==> config.mk <==
export PLATFORM = sky130hd
export DESIGN_NAME = fifo_wr_arbiter
export DESIGN_NICKNAME = d
export VERILOG_FILES = /design/src/rtl/fifo_wr_arbiter.sv
export SDC_FILE = /design/constraint.sdc
export NUM_CORES = 1
export LEC_CHECK = 0
export BUFFER_PORTS_ARGS = -buffer_cell sky130_fd_sc_hd__buf_4
export CORE_ASPECT_RATIO = 1.2
export CORE_MARGIN = 2
export CORE_UTILIZATION = 40
export DETAILED_ROUTE_END_ITERATION = 8
export PLACE_DENSITY_LB_ADDON = 0.1
export SYNTH_ARGS = -nofsm -noshare
export SYNTH_HDL_FRONTEND = slang
export SYNTH_SLANG_ARGS = --single-unit
==> constraint.sdc <==
create_clock -name clk -period 2.26 [get_ports clk]
set_input_delay 0.113 -clock clk [delete_from_list [all_inputs] [get_ports clk]]
set_output_delay 0.113 -clock clk [all_outputs]
set_load 0.05 [all_outputs]
==> src/rtl/fifo_wr_arbiter.sv <==
// Round-robin arbiter sharing one FIFO write port among NREQ valid/ready requesters.
// A grant lasts up to MAXBURST words; the FIFO's registered full flag stalls the burst.
module fifo_wr_arbiter #(
  parameter int unsigned NREQ     = 4,
  parameter int unsigned DWIDTH   = 8,
  parameter int unsigned MAXBURST = 4
) (
  input  logic                     clk,
  input  logic                     rstn,
  input  logic [NREQ-1:0]          req_valid,
  input  logic [NREQ-1:0]          req_last,
  input  logic [NREQ*DWIDTH-1:0]   req_data,
  output logic [NREQ-1:0]          req_ready,
  input  logic                     fifo_full,
  output logic                     fifo_wren,
  output logic [DWIDTH-1:0]        fifo_din,
  output logic [NREQ-1:0]          grant,
  output logic                     busy
);

  localparam int unsigned IdW = (NREQ > 1) ? $clog2(NREQ) : 1;

  typedef enum logic {StIdle, StGrant} state_e;

  state_e          state_q, state_d;
  logic [NREQ-1:0] grant_q, grant_d;
  logic [IdW-1:0]  last_id_q, last_id_d;
  logic [7:0]      burst_cnt_q, burst_cnt_d;

  logic            owner_valid;
  logic            owner_last;
  logic            xfer;
  logic            burst_done;
  logic            release_c;
  logic            arb;
  logic            found;
  logic [IdW-1:0]  next_id;

  // While granted, last_id_q is the current owner's index.
  assign owner_valid = req_valid[last_id_q];
  assign owner_last  = req_last[last_id_q];
  assign xfer        = (state_q == StGrant) && owner_valid && !fifo_full;
  assign burst_done  = (({1'b0, burst_cnt_q} + 9'd1) == 9'(MAXBURST));
  assign release_c   = (state_q == StGrant) &&
                       (!owner_valid || (xfer && (owner_last || burst_done)));
  assign arb         = (state_q == StIdle) || release_c;

  // Scan last_id+1 .. last_id+NREQ modulo NREQ; the previous owner comes last.
  always_comb begin
    int unsigned idx;
    idx     = 0;
    found   = 1'b0;
    next_id = last_id_q;
    for (int unsigned k = 1; k <= NREQ; k++) begin
      idx = (int'(last_id_q) + k) % NREQ;
      if (!found && req_valid[IdW'(idx)]) begin
        found   = 1'b1;
        next_id = IdW'(idx);
      end
    end
  end

  always_ff @(posedge clk or negedge rstn) begin
    if (!rstn) begin
      state_q     <= StIdle;
      grant_q     <= '0;
      last_id_q   <= IdW'(NREQ - 1);
      burst_cnt_q <= '0;
    end else begin
      state_q     <= state_d;
      grant_q     <= grant_d;
      last_id_q   <= last_id_d;
      burst_cnt_q <= burst_cnt_d;
    end
  end

  always_comb begin
    state_d     = state_q;
    grant_d     = grant_q;
    last_id_d   = last_id_q;
    burst_cnt_d = burst_cnt_q;
    if (arb) begin
      burst_cnt_d = '0;
      if (found) begin
        state_d   = StGrant;
        grant_d   = NREQ'(1) << next_id;
        last_id_d = next_id;
      end else begin
        state_d = StIdle;
        grant_d = '0;
      end
    end else if (xfer) begin
      burst_cnt_d = burst_cnt_q + 8'd1;
    end
  end

  always_comb begin
    req_ready = grant_q & {NREQ{~fifo_full}};
    fifo_wren = xfer;
    fifo_din  = '0;
    if (state_q == StGrant) begin
      fifo_din = req_data[int'(last_id_q) * DWIDTH +: DWIDTH];
    end
    grant = grant_q;
    busy  = (state_q == StGrant);
  end

endmodule

Word level (Yosys, flattened, before mapping)
Cells that the tools add are included.
{"block": "op_classes", "order_cmp": 5, "reduce_logical": 17, "eq_ne": 1, "mul": 0, "shifts": 2, "n_addsub": 6, "n_div": 0, "n_mux": 25, "bitwise": 3}
{"cell": "32-bit by 6-bit variable part select with 8-bit output", "count": 1}
{"cell": "8-bit 2-to-1 mux", "count": 3}
{"cell": "2-bit by 3-bit less-than comparator with 1-bit output (second input constant)", "count": 5}
{"cell": "1-bit binary-select mux with 2-bit select", "count": 6}
{"cell": "1-bit 2-to-1 mux", "count": 11}
{"cell": "8-bit by 1-bit adder with 9-bit output (second input constant)", "count": 1}
{"cell": "9-bit by 3-bit == test with 1-bit output (second input constant)", "count": 1}
{"cell": "8-bit by 1-bit adder with 8-bit output (second input constant)", "count": 1}
{"cell": "2-bit 2-to-1 mux", "count": 4}
{"cell": "1-bit logical AND", "count": 7}
{"cell": "1-bit zero test", "count": 5}
{"cell": "2-bit by 1-bit adder with 2-bit output (second input constant)", "count": 2}
{"cell": "2-bit adder (second input constant)", "count": 2}
{"cell": "4-bit bitwise AND", "count": 1}
{"cell": "4-bit 2-to-1 mux", "count": 1}
{"cell": "1-bit by 2-bit << shifter with 4-bit output (first input constant)", "count": 1}
{"cell": "1-bit logical OR", "count": 3}
{"cell": "1-bit NOT", "count": 2}
{"cell": "2-bit AND reduction", "count": 1}
{"cell": "2-bit nonzero test", "count": 1}
{"block": "word_totals", "output_inout_bits": 18, "input_bits": 43, "mem_bits_ro": 0, "reg_bits": 15, "latch_bits": 0, "ram_bits": 0, "word_cells": 63, "memories": 0}

Logic depth before layout (Yosys ltp)
Gate-level depths: netlist (run 1).
{"block": "depth", "ltp_word": 15, "mapped_depth": 6, "depth_no_buf": 5}

Least setup slack after synthesis (run 1)
OpenSTA, ideal clock, no wires.
{"block": "synth_path", "kind": "register to output", "from": "register last_id_q[0]", "to": "output port fifo_din[1]", "path_slack_ns": 0.239, "path_stages_with_launch": 5, "arrival_ns": 1.908, "required_ns": 2.147, "n_path_buf": 2, "cell_sequence": "dfstp_2 buf_6 clkbuf_1 mux4_2 and2_1"}
{"block": "synth_between", "elab_chain_cells": 2}
{"element": "start, declared", "line": "27", "rtl": "logic [IdW-1:0] last_id_q, last_id_d;"}
{"element": "start signal, assigned", "line": "67", "rtl": "last_id_q <= IdW'(NREQ - 1);"}
{"element": "start signal, assigned", "line": "72", "rtl": "last_id_q <= last_id_d;"}
{"element": "32-bit by 6-bit variable part select with 8-bit output", "line": "102", "rtl": "fifo_din = req_data[int'(last_id_q) * DWIDTH +: DWIDTH];"}
{"element": "8-bit 2-to-1 mux", "line": "101", "rtl": "if (state_q == StGrant) begin"}
{"element": "end, declared", "line": "16", "rtl": "output logic [DWIDTH-1:0] fifo_din,"}
Every way passes these cells.

Worst setup path in the final report (run 1)
{"block": "layout_path", "from": "register last_id_q[0]", "to": "output port fifo_wren"}
{"block": "layout_between", "elab_chain_cells": 4}
{"element": "1-bit binary-select mux with 2-bit select", "line": "40", "rtl": "assign owner_valid = req_valid[last_id_q];"}
{"element": "1-bit 2-to-1 mux (implied by the code)", "line": "40"}
{"element": "1-bit logical AND (2 in series)", "line": "42", "rtl": "assign xfer = (state_q == StGrant) && owner_valid && !fifo_full;"}
{"element": "end, declared", "line": "15", "rtl": "output logic fifo_wren,"}
Every way passes these cells. The select of a mux whose other input is x is not followed.

==> out/qor.txt, run 1 <==
outcome: completed
worst skew pair latency: 0.29 ns
most frequent cell after synthesis: dfrtp_1
gr usage total: 21.0%
Synth Area in Adders: 1.04%
DP HPWL: 2700 um
worst path cell trace: buf_4, mux4_2, nand2_2, buf_6, nor2_1, buf_4
gpl congestion: 0.752
port buffer count: 60
post-synthesis mux area share: 20.4%
Pre-Repair DR Iteration Count: 4
pin count of the biggest net entering global routing: 22
CP peak stage delay: 0.56 ns
DRT iter0 DRCs: 36
DR vias: 1248
Netlist cell types: 36
CP required: 2.15 ns
WHS: 0.128 ns
Initial Utilization: 42.5%
worst slew pin tran: 0.654 ns
Hold Path Class: primary input to flop
post-synthesis compound-gate area fraction: 19.1%
XOR/XNOR Fraction of Synth Area: 0%
Synth area leaders: dfrtp_1 (27%), mux4_2 (13%), mux4_1 (6.5%), and2_1 (5.2%), dfstp_2 (4.4%)
routed wire length: 3390 um
Ys Warns: 0
vias in the first global route: 1246
Mapped Cells: 125
CP startpoint kind: flop
Yosys top cell area share: 27.0%
Clock Tree Buf Depth: 2
CP max-delay cell: dfstp_2
Nets: 233
dominant cell type by area after synthesis: dfrtp_1
Min Clock Period, post-route: 2.14 ns
final hold violation count: 0
crit-path most repeated cell: buf_4
CP max FO: 10
setup_tns: 0 ns
first-pass GRT wire length: 5410 um
CP arrival: 2.03 ns
DRC viols: 0
Avg WL per Cell: 15.3 um
CTS H-Tree Depth: 1
Highest Clock Rate: 467 MHz
Post-synth EDFFs: 0
max_slew headroom: 56.0%
chip width: 54.1 um
unrepaired setup endpoints after global routing: no
Layout area overhead: 44.7%
vias per inst: 5.62
CTS clk-pin slew, worst paths: 0.10 ns
CTS tree: built
pwr dens: 1160 nW/um^2
Die Height: 64.2 um
Slew Viols, Final: 0
CP Capture Type: output port
largest family of logic cells by synthesized area: simple AND/OR/NAND/NOR gates
clock root cell: clkbuf_4
Die Area: 3470 um^2
core box area: 2840 um^2
ANT cells: 0
Top FF cell, synth: dfrtp_1
clk_skew: 0.00413 ns
CTS sink count: 15
Syn Nets: 169
register area share after synthesis: 31.3%
Mapped Avg Cell Area: 9.65 um^2
Boundary Pins: 61
fin crit share: 94.7%
Syn Std Cell Area: 1210 um^2
top post-synthesis cells by count: dfrtp_1 (13), and2_1 (10), nand2_1 (10), a21oi_1 (8), mux4_2 (7)
grt ovf: 0
Post-DRT Antenna Nets: 0
cts bufs inserted: 3
FF+latch count, synth: 15
Critical Setup Path Class: flop to output port
max-cap viol count: 0
FFs w/ async S/R, synth: 100%
worst vdd ir: 672 uV
Lkg Pwr: 0.790 nW
# rows: 21
Post-Synth Simple-Gate Area: 23.7%
endpoints failing setup: 0
antenna violations before repair: 0
fraction of layout cells with a size suffix above 1: 43.1%
==> worst max-delay path: cells and delay by family, from the launching register on <==
kind,cells,cell delay [ns]
simple gates,2,0.15
mux,1,0.52
flops,1,0.56
buf+inv,3,0.51
==> report_power, final <==
group	internal (mW)	switching, mW	leakage (nW)	total, mW
Combinational	0.609	0.848	0.579	1.46
Clock	0.0658	0.0960	0.0177	0.162
Sequential	0.338	0.0718	0.194	0.409
==> per-stage QoR <==
stage               utilization, %  power, mW  worst slack (ns)  cells  instance area, um^2
global placement              60.1       1.83             0.283    217                 1710
global route                  61.5       2.15            0.0455    222                 1750
detailed placement            60.1       1.86             0.265    217                 1710
floorplan                        -       1.44             0.239    125                 1210
finish                        61.5       2.03             0.120    222                 1750
CTS                           61.4       2.02            0.0296    222                 1740
==> registers in the layout, summed over array words and instances, names as in the netlist <==
| signal | count |
|---|---|
| grant | 4 |
| last_id_q | 2 |
| burst_cnt_q | 8 |
| busy | 1 |
==> cells in the final DEF (no fill, tap or decap), drive strengths merged, types with 3 or more instances in the layout <==
| cell | instances |
|---|---|
| buf | 66 |
| dfrtp | 13 |
| and2 | 10 |
| nand2 | 10 |
| mux4 | 10 |
| a21oi | 8 |
| nand3 | 6 |
| nor3 | 5 |
| o211ai | 5 |
| nor2b | 4 |
| inv | 4 |
| a31oi | 4 |
| o21ai | 4 |
| o31ai | 4 |
| nor2 | 3 |
| nand2b | 3 |
| clkbuf | 3 |
==> kinds of logic after synthesis <==
family	Yosys count
AO/OA/AOI/OAI	34
adder cells (fa/ha/maj)	1
buffers and inverters	12
flip-flops	15
multiplexers	11
AND/OR/NAND/NOR	52
==> repair_timing <==
item | 4_1_cts | 5_1_grt
setup endpoints to repair | 0 | 1
buffers inserted | 0 | 0
hold buffers | 1 | 0
resized for setup | 0 | 3
hold endpoints to repair | 15 | 0
==> worst paths after layout <==
check	endpoint	slack (ns)	from	cells past startpoint
worst max register to register	burst_cnt_q[6]$_DFFE_PN0P_	0.25	last_id_q[0]$_DFFE_PN1P_	4
worst min register to register	grant[3]$_DFFE_PN0P_	0.55	grant[3]$_DFFE_PN0P_	2
worst min-delay path	busy$_DFFE_PN0P_	0.13	req_valid[2]	3
min in group asynchronous	burst_cnt_q[5]$_DFFE_PN0P_	0.19	rstn	2
max in group asynchronous	last_id_q[0]$_DFFE_PN1P_	1.82	rstn	2
worst max-delay path	fifo_wren	0.12	last_id_q[0]$_DFFE_PN1P_	6
==> cell type report <==
class                           count  area (um^2)
Fill cell                         245         1090
Multi-Input combinational cell     98          773
Timing Repair Buffer               67          509
Sequential cell                    15          378
Tap cell                           34         42.5
Clock buffer                        3         22.5
Inverter                            4         15.0
Clock inverter                      1         5.00
==> routing by layer <==
metal / vias to the layer above / wire length (um) / track usage [%]
met2: 44 / 1860 / 37.5
met3: 4 / 149 / 2.10
met1: 589 / 1350 / 25.3
met5: - / 0 / 0
li1: 611 / - / -
met4: 0 / 36 / 6.56
(Power assumes the default switching activity.)
==> run 2, diff against run 1 <==
Settings changed: ABC_AREA set to 1, PLACE_DENSITY set to 0.66, PLACE_DENSITY_LB_ADDON 0.1 to not set.
==> run 2 against run 1 <==
Global-route usage up 0.58 points. Clock power grew 38%. Hold slack improved by 0.12 ns. Sequential power up 8.3%. Count of clock-buffer cells in the layout is the same. Cell count up 35%. Design area grew 8.2%. Flip-flop and latch count unchanged. Routed wire length is 10% higher. Combinational power is 51% higher. Critical endpoint unchanged. Largest cell class unchanged. Largest power group unchanged.
==> out/qor.txt, run 2 <==
clk_skew: 0.00245 ns
Syn Std Cell Area: 1350 um^2
R2R depth: 13
port buffer count: 60
CP max-delay cell: dfstp_2
Placed Area: 1830 um^2
worst vdd ir: 1130 uV
top post-synthesis cells by count: nand2_1 (66), nand3_1 (26), inv_1 (14), dfrtp_1 (13), nor2_1 (12)
Avg WL per Cell: 12.5 um
Final Util: 57.6%
Min Clock Period, post-route: 1.86 ns
worst path cell trace: nand2_1, and2_4, o21ai_4, nand2_2, nor2_1, buf_4
FF-to-FF End: grant[1]$_DFFE_PN0P_
Post-DRT Antenna Nets: 0
WHS: 0.252 ns
Highest Clock Rate: 537 MHz
worst slew pin tran: 0.243 ns
CTS sink count: 15
cell family with most CP delay: flip-flops
FFs w/ async S/R, synth: 100%
endpoints failing setup: 0
Post-CTS Setup Bufs: 0
Initial Utilization: 41.2%
Sw Pwr: 1.69 mW
gr usage total: 21.6%
Power, Total: 2.87 mW
first-pass GRT wire length: 6470 um
Reg2Reg Setup Slack: 0.46 ns
setup_tns: 0 ns
Lkg Pwr: 0.965 nW
worst skew pair latency: 0.25 ns
DRC viols: 0
register area share after synthesis: 27.9%
ANT cells: 0
combinational group share of total power: 76.7%
core box area: 3280 um^2
CP max FO: 10
Clock Tree Buf Depth: 2
DP Worst Slack: 0.460 ns
routed wire length: 3750 um
Ys Warns: 0
cell area after layout: 1890 um^2
clock share of power: 7.8%
Boundary Pins: 61
clock root cell: clkbuf_8
DP HPWL: 3170 um
Mapped Cells: 200
grt ovf: 0
Yosys top cell area share: 24.1%
chip width: 57.1 um
Nets: 308
DR vias: 1501
fin crit share: 82.3%
FF+latch count, synth: 15
Netlist cell types: 32
CTS H-Tree Depth: 1
CTS tree: built
Die Area: 3860 um^2
cts bufs inserted: 3
leading cell type in the layout, fill and taps excluded: nand2_1
reg2reg start: last_id_q[0]$_DFFE_PN1P_
Critical Setup Path Class: flop to output port
max_slew headroom: 83.8%
vias per inst: 5.00
CP required: 2.15 ns
Die Height: 67.7 um
# rows: 23
Slew Viols, Final: 0
pwr dens: 1520 nW/um^2
non-filler cells, final: 300
CP peak stage delay: 0.65 ns
Post-synth EDFFs: 0
CP Capture Type: output port
CP startpoint kind: flop
antenna violations before repair: 0
CTS clk-pin slew, worst paths: 0.06 ns
pin count of the biggest net entering global routing: 17
Top FF cell, synth: dfrtp_1
unrepaired setup endpoints after global routing: no
gpl congestion: 0.807
final hold violation count: 0
fraction of layout cells with a size suffix above 1: 37.6%
Hold Path Class: primary input to asynchronous set/reset pin
Sw Share: 59.0%
CP arrival: 1.75 ns
Layout area overhead: 39.7%
outcome: completed
Pre-Repair DR Iteration Count: 4
Mapped Avg Cell Area: 6.76 um^2
Synth area leaders: dfrtp_1 (24%), nand2_1 (18%), nand3_1 (9.6%), a22oi_1 (4.4%), dfstp_2 (3.9%)
DRT iter0 DRCs: 50
max-cap viol count: 0
WP buf/inv: 1
dominant cell type by area after synthesis: dfrtp_1
Syn Nets: 244
Internal: 1.18 mW
most frequent cell after synthesis: nand2_1
sequential share of power: 15.4%
dpl cells: 295
Final Worst Setup Slack: 0.399 ns
vias in the first global route: 1482
largest reg by FF count: burst_cnt_q
max reg flops: 8
most frequent cells in the layout: nand2_1 (66), buf_4 (62), nand3_1 (26), inv_1 (14), dfrtp_1 (13)
## run 2: changes by cell type after synthesis, moves of 7 or more
cell     delta
nor2_1      +9
mux4_2      -7
inv_1      +10
nand2_2     +7
nand2_1    +56
and2_1     -10
a22oi_1     +7
nand3_1    +20
## run 2: layout make-up
cell class              instances  area (um^2)
inverters                      22         85.1
clock buffers                   3         41.3
multi-input cells             159          858
fillers                       339         1390
repair buffers                 63          475
well taps                      37         46.3
clock inverters                 1         5.00
flip-flops and latches         15          378
## run 2: kinds of logic after synthesis
group	after synthesis	share of synthesized area (%)
AND/OR/NAND/NOR	126	45.7
AO/OA/AOI/OAI	31	16.2
buffers and inverters	26	8.60
flip-flops	15	27.9
XOR/XNOR	1	0.648
adder cells (fa/ha/maj)	1	0.925
## run 2: worst max-delay path by stage
stage,startpoint,to,slack [ns],depth (start not counted)
detailed placement,last_id_q[0]$_DFFE_PN1P_,burst_cnt_q[7]$_DFFE_PN0P_,0.46,10
finish,last_id_q[0]$_DFFE_PN1P_,fifo_wren,0.40,6
CTS,last_id_q[0]$_DFFE_PN1P_,fifo_wren,0.39,6
global placement,last_id_q[0]$_DFFE_PN1P_,grant[1]$_DFFE_PN0P_,0.46,13
floorplan,last_id_q[1]$_DFFE_PN1P_,fifo_din[0],0.31,3
global route,last_id_q[0]$_DFFE_PN1P_,grant[2]$_DFFE_PN0P_,0.26,12
## run 2: repair_timing
action | 4_1_cts | 5_1_grt
gates resized for setup | 0 | 0
hold endpoints to repair | 15 | 0
hold buffers | 1 | 0
## run 2: power groups by stage
stage / sequential [mW] / clock [mW] / combinational [mW]
finish: 0.443 / 0.224 / 2.20
global route: 0.453 / 0.248 / 2.42
CTS: 0.442 / 0.235 / 2.23
detailed placement: 0.447 / 0 / 2.22
global placement: 0.446 / 0 / 2.22
floorplan: 0.503 / 0 / 1.63
## run 2: per-layer routing
metal | wire [um] | share of wire, % | global-route usage, %
met1 | 1520 | 41 | 23.6
met2 | 2060 | 55 | 40.9
met3 | 83 | 2.2 | 3.26
met4 | 89 | 2.4 | 9.59
met5 | 0 | 0 | 0
==> run 3, diff against run 2 <==
Settings changed: PLACE_DENSITY 0.66 to 0.68.
Clock period 2.26 ns to 1.6 ns, I/O delays scaled along.
==> run 3 against run 2 <==
The flow now finishes with violations (negative setup slack). Utilization up 16 points. First-iteration DRC count up 36%. Routed wire length is 9.0% higher. Critical path depth up 1. Sequential share of layout area shrank 4.2 points. Design area grew 27%. Clock skew fell by 0.00080 ns. Highest routed layer unchanged. Combinational power rose by 97%.
==> out/qor.txt, run 3 (synthesis gave the netlist of run 2 again) <==
outcome: finished with violations
failing checks: negative setup slack
worst vdd ir: 1410 uV
CP startpoint kind: flop
FF-to-FF End: grant[0]$_DFFE_PN0P_
Highest Clock Rate: 556 MHz
vias in the first global route: 1620
Final Worst Setup Slack: -0.200 ns
WP buf/inv: 4
DR vias: 1664
endpoints failing setup: 23
port buffer count: 60
CP required: 1.52 ns
Boundary Pins: 61
fin crit share: 112%
largest reg by FF count: burst_cnt_q
combinational group share of total power: 82.3%
final hold violation count: 0
Lkg Pwr: 1.17 nW
sequential share of power: 11.8%
Critical Setup Path Class: flop to output port
setup_tns: -3.49 ns
core box area: 3280 um^2
Slew Viols, Final: 0
CP Capture Type: output port
max reg flops: 8
WHS: 0.225 ns
Hold Path Class: primary input to asynchronous set/reset pin
CTS H-Tree Depth: 1
chip width: 57.1 um
Initial Utilization: 41.2%
CP arrival: 1.72 ns
Sw Pwr: 2.79 mW
Sw Share: 53.1%
gpl congestion: 0.852
Placed Area: 2070 um^2
Die Area: 3860 um^2
Power, Total: 5.26 mW
most frequent cells in the layout: buf_4 (78), nand2_1 (54), nand3_1 (24), nand2_2 (17), buf_6 (15)
first-pass GRT wire length: 6960 um
Layout area overhead: 77.3%
DRC viols: 0
max_slew headroom: 72.9%
fraction of layout cells with a size suffix above 1: 56.2%
clock root cell: clkbuf_8
CTS clk-pin slew, worst paths: 0.06 ns
crit-path most repeated cell: buf_6
unrepaired setup endpoints after global routing: yes
Final Util: 73.1%
grt ovf: 0
cell family with most CP delay: flip-flops
clk_skew: 0.00165 ns
CTS tree: built
ANT cells: 0
R2R depth: 11
worst slew pin tran: 0.407 ns
Nets: 342
max-cap viol count: 0
worst path cell trace: buf_6, nand2_4, inv_4, buf_8, a22oi_2, a31oi_2, buf_6
CP max FO: 8
Reg2Reg Setup Slack: -0.18 ns
vias per inst: 4.98
CTS sink count: 15
Clock Tree Buf Depth: 2
DP HPWL: 3120 um
clock share of power: 5.8%
CP peak stage delay: 0.63 ns
Die Height: 67.7 um
Avg WL per Cell: 12.2 um
Internal: 2.46 mW
cts bufs inserted: 3
DRT iter0 DRCs: 68
Min Clock Period, post-route: 1.80 ns
Post-DRT Antenna Nets: 0
Pre-Repair DR Iteration Count: 4
routed wire length: 4080 um
antenna violations before repair: 0
leading cell type in the layout, fill and taps excluded: buf_4
CP max-delay cell: dfstp_2
pin count of the biggest net entering global routing: 16
reg2reg start: last_id_q[0]$_DFFE_PN1P_
pwr dens: 2190 nW/um^2
worst skew pair latency: 0.25 ns
# rows: 23
cell area after layout: 2400 um^2
gr usage total: 22.5%
run 3: cell types whose count changed in the layout (fill, tap and decap cells not counted), sizes merged:
cell    before  now
clkinv       2    1
inv         21   22
buf         62   95
nand2       76   77
run 3: cell type report:
class | instances | area, um^2
multi-input combinational | 160 | 1040
tap | 37 | 46.3
inverter | 22 | 90.1
clock buffer | 3 | 41.3
sequential | 15 | 378
timing repair buffer | 96 | 795
fill | 270 | 882
clock inverter | 1 | 5.00
run 3: repair_timing:
action                     CTS  global route
pin swaps                   11             8
buffers inserted             9             1
hold buffers                 1             0
hold endpoints to repair    15             0
gates resized for setup     31            19
gates cloned                 1             0
setup endpoints to repair   23            24
run 3: power by group through the flow:
stage,logic [mW],registers (mW),clock network (mW)
floorplan,2.41,0.711,0
finish,4.33,0.622,0.307
detailed placement,3.57,0.616,0
global placement,3.57,0.610,0
global route,4.67,0.640,0.334
CTS,4.12,0.616,0.314
run 3: worst max path at each step:
stage,slack (ns),endpoint,cells past startpoint,startpoint
floorplan,-0.04,grant[0]$_DFFE_PN0P_,11,last_id_q[0]$_DFFE_PN1P_
global placement,-0.11,grant[1]$_DFFE_PN0P_,13,last_id_q[0]$_DFFE_PN1P_
detailed placement,-0.16,grant[3]$_DFFE_PN0P_,11,last_id_q[0]$_DFFE_PN1P_
CTS,-0.20,grant[0]$_DFFE_PN0P_,11,last_id_q[0]$_DFFE_PN1P_
global route,-0.30,grant[0]$_DFFE_PN0P_,11,last_id_q[0]$_DFFE_PN1P_
finish,-0.20,fifo_din[1],7,last_id_q[0]$_DFFE_PN1P_
run 3: routing by layer:
layer	vias up	GRT usage (%)	part of all wire, %
met2	20	42.4	57
met1	775	26.9	40
met5	-	0	0
met3	4	2.30	1.2
li1	865	-	-
met4	0	6.69	0.88
run 3: through the flow:
stage	setup WS, ns	instances
after floorplan	-0.0427	200
after global placement	-0.110	318
after detailed placement	-0.160	318
after CTS	-0.202	333
after global routing	-0.303	334
final	-0.200	334
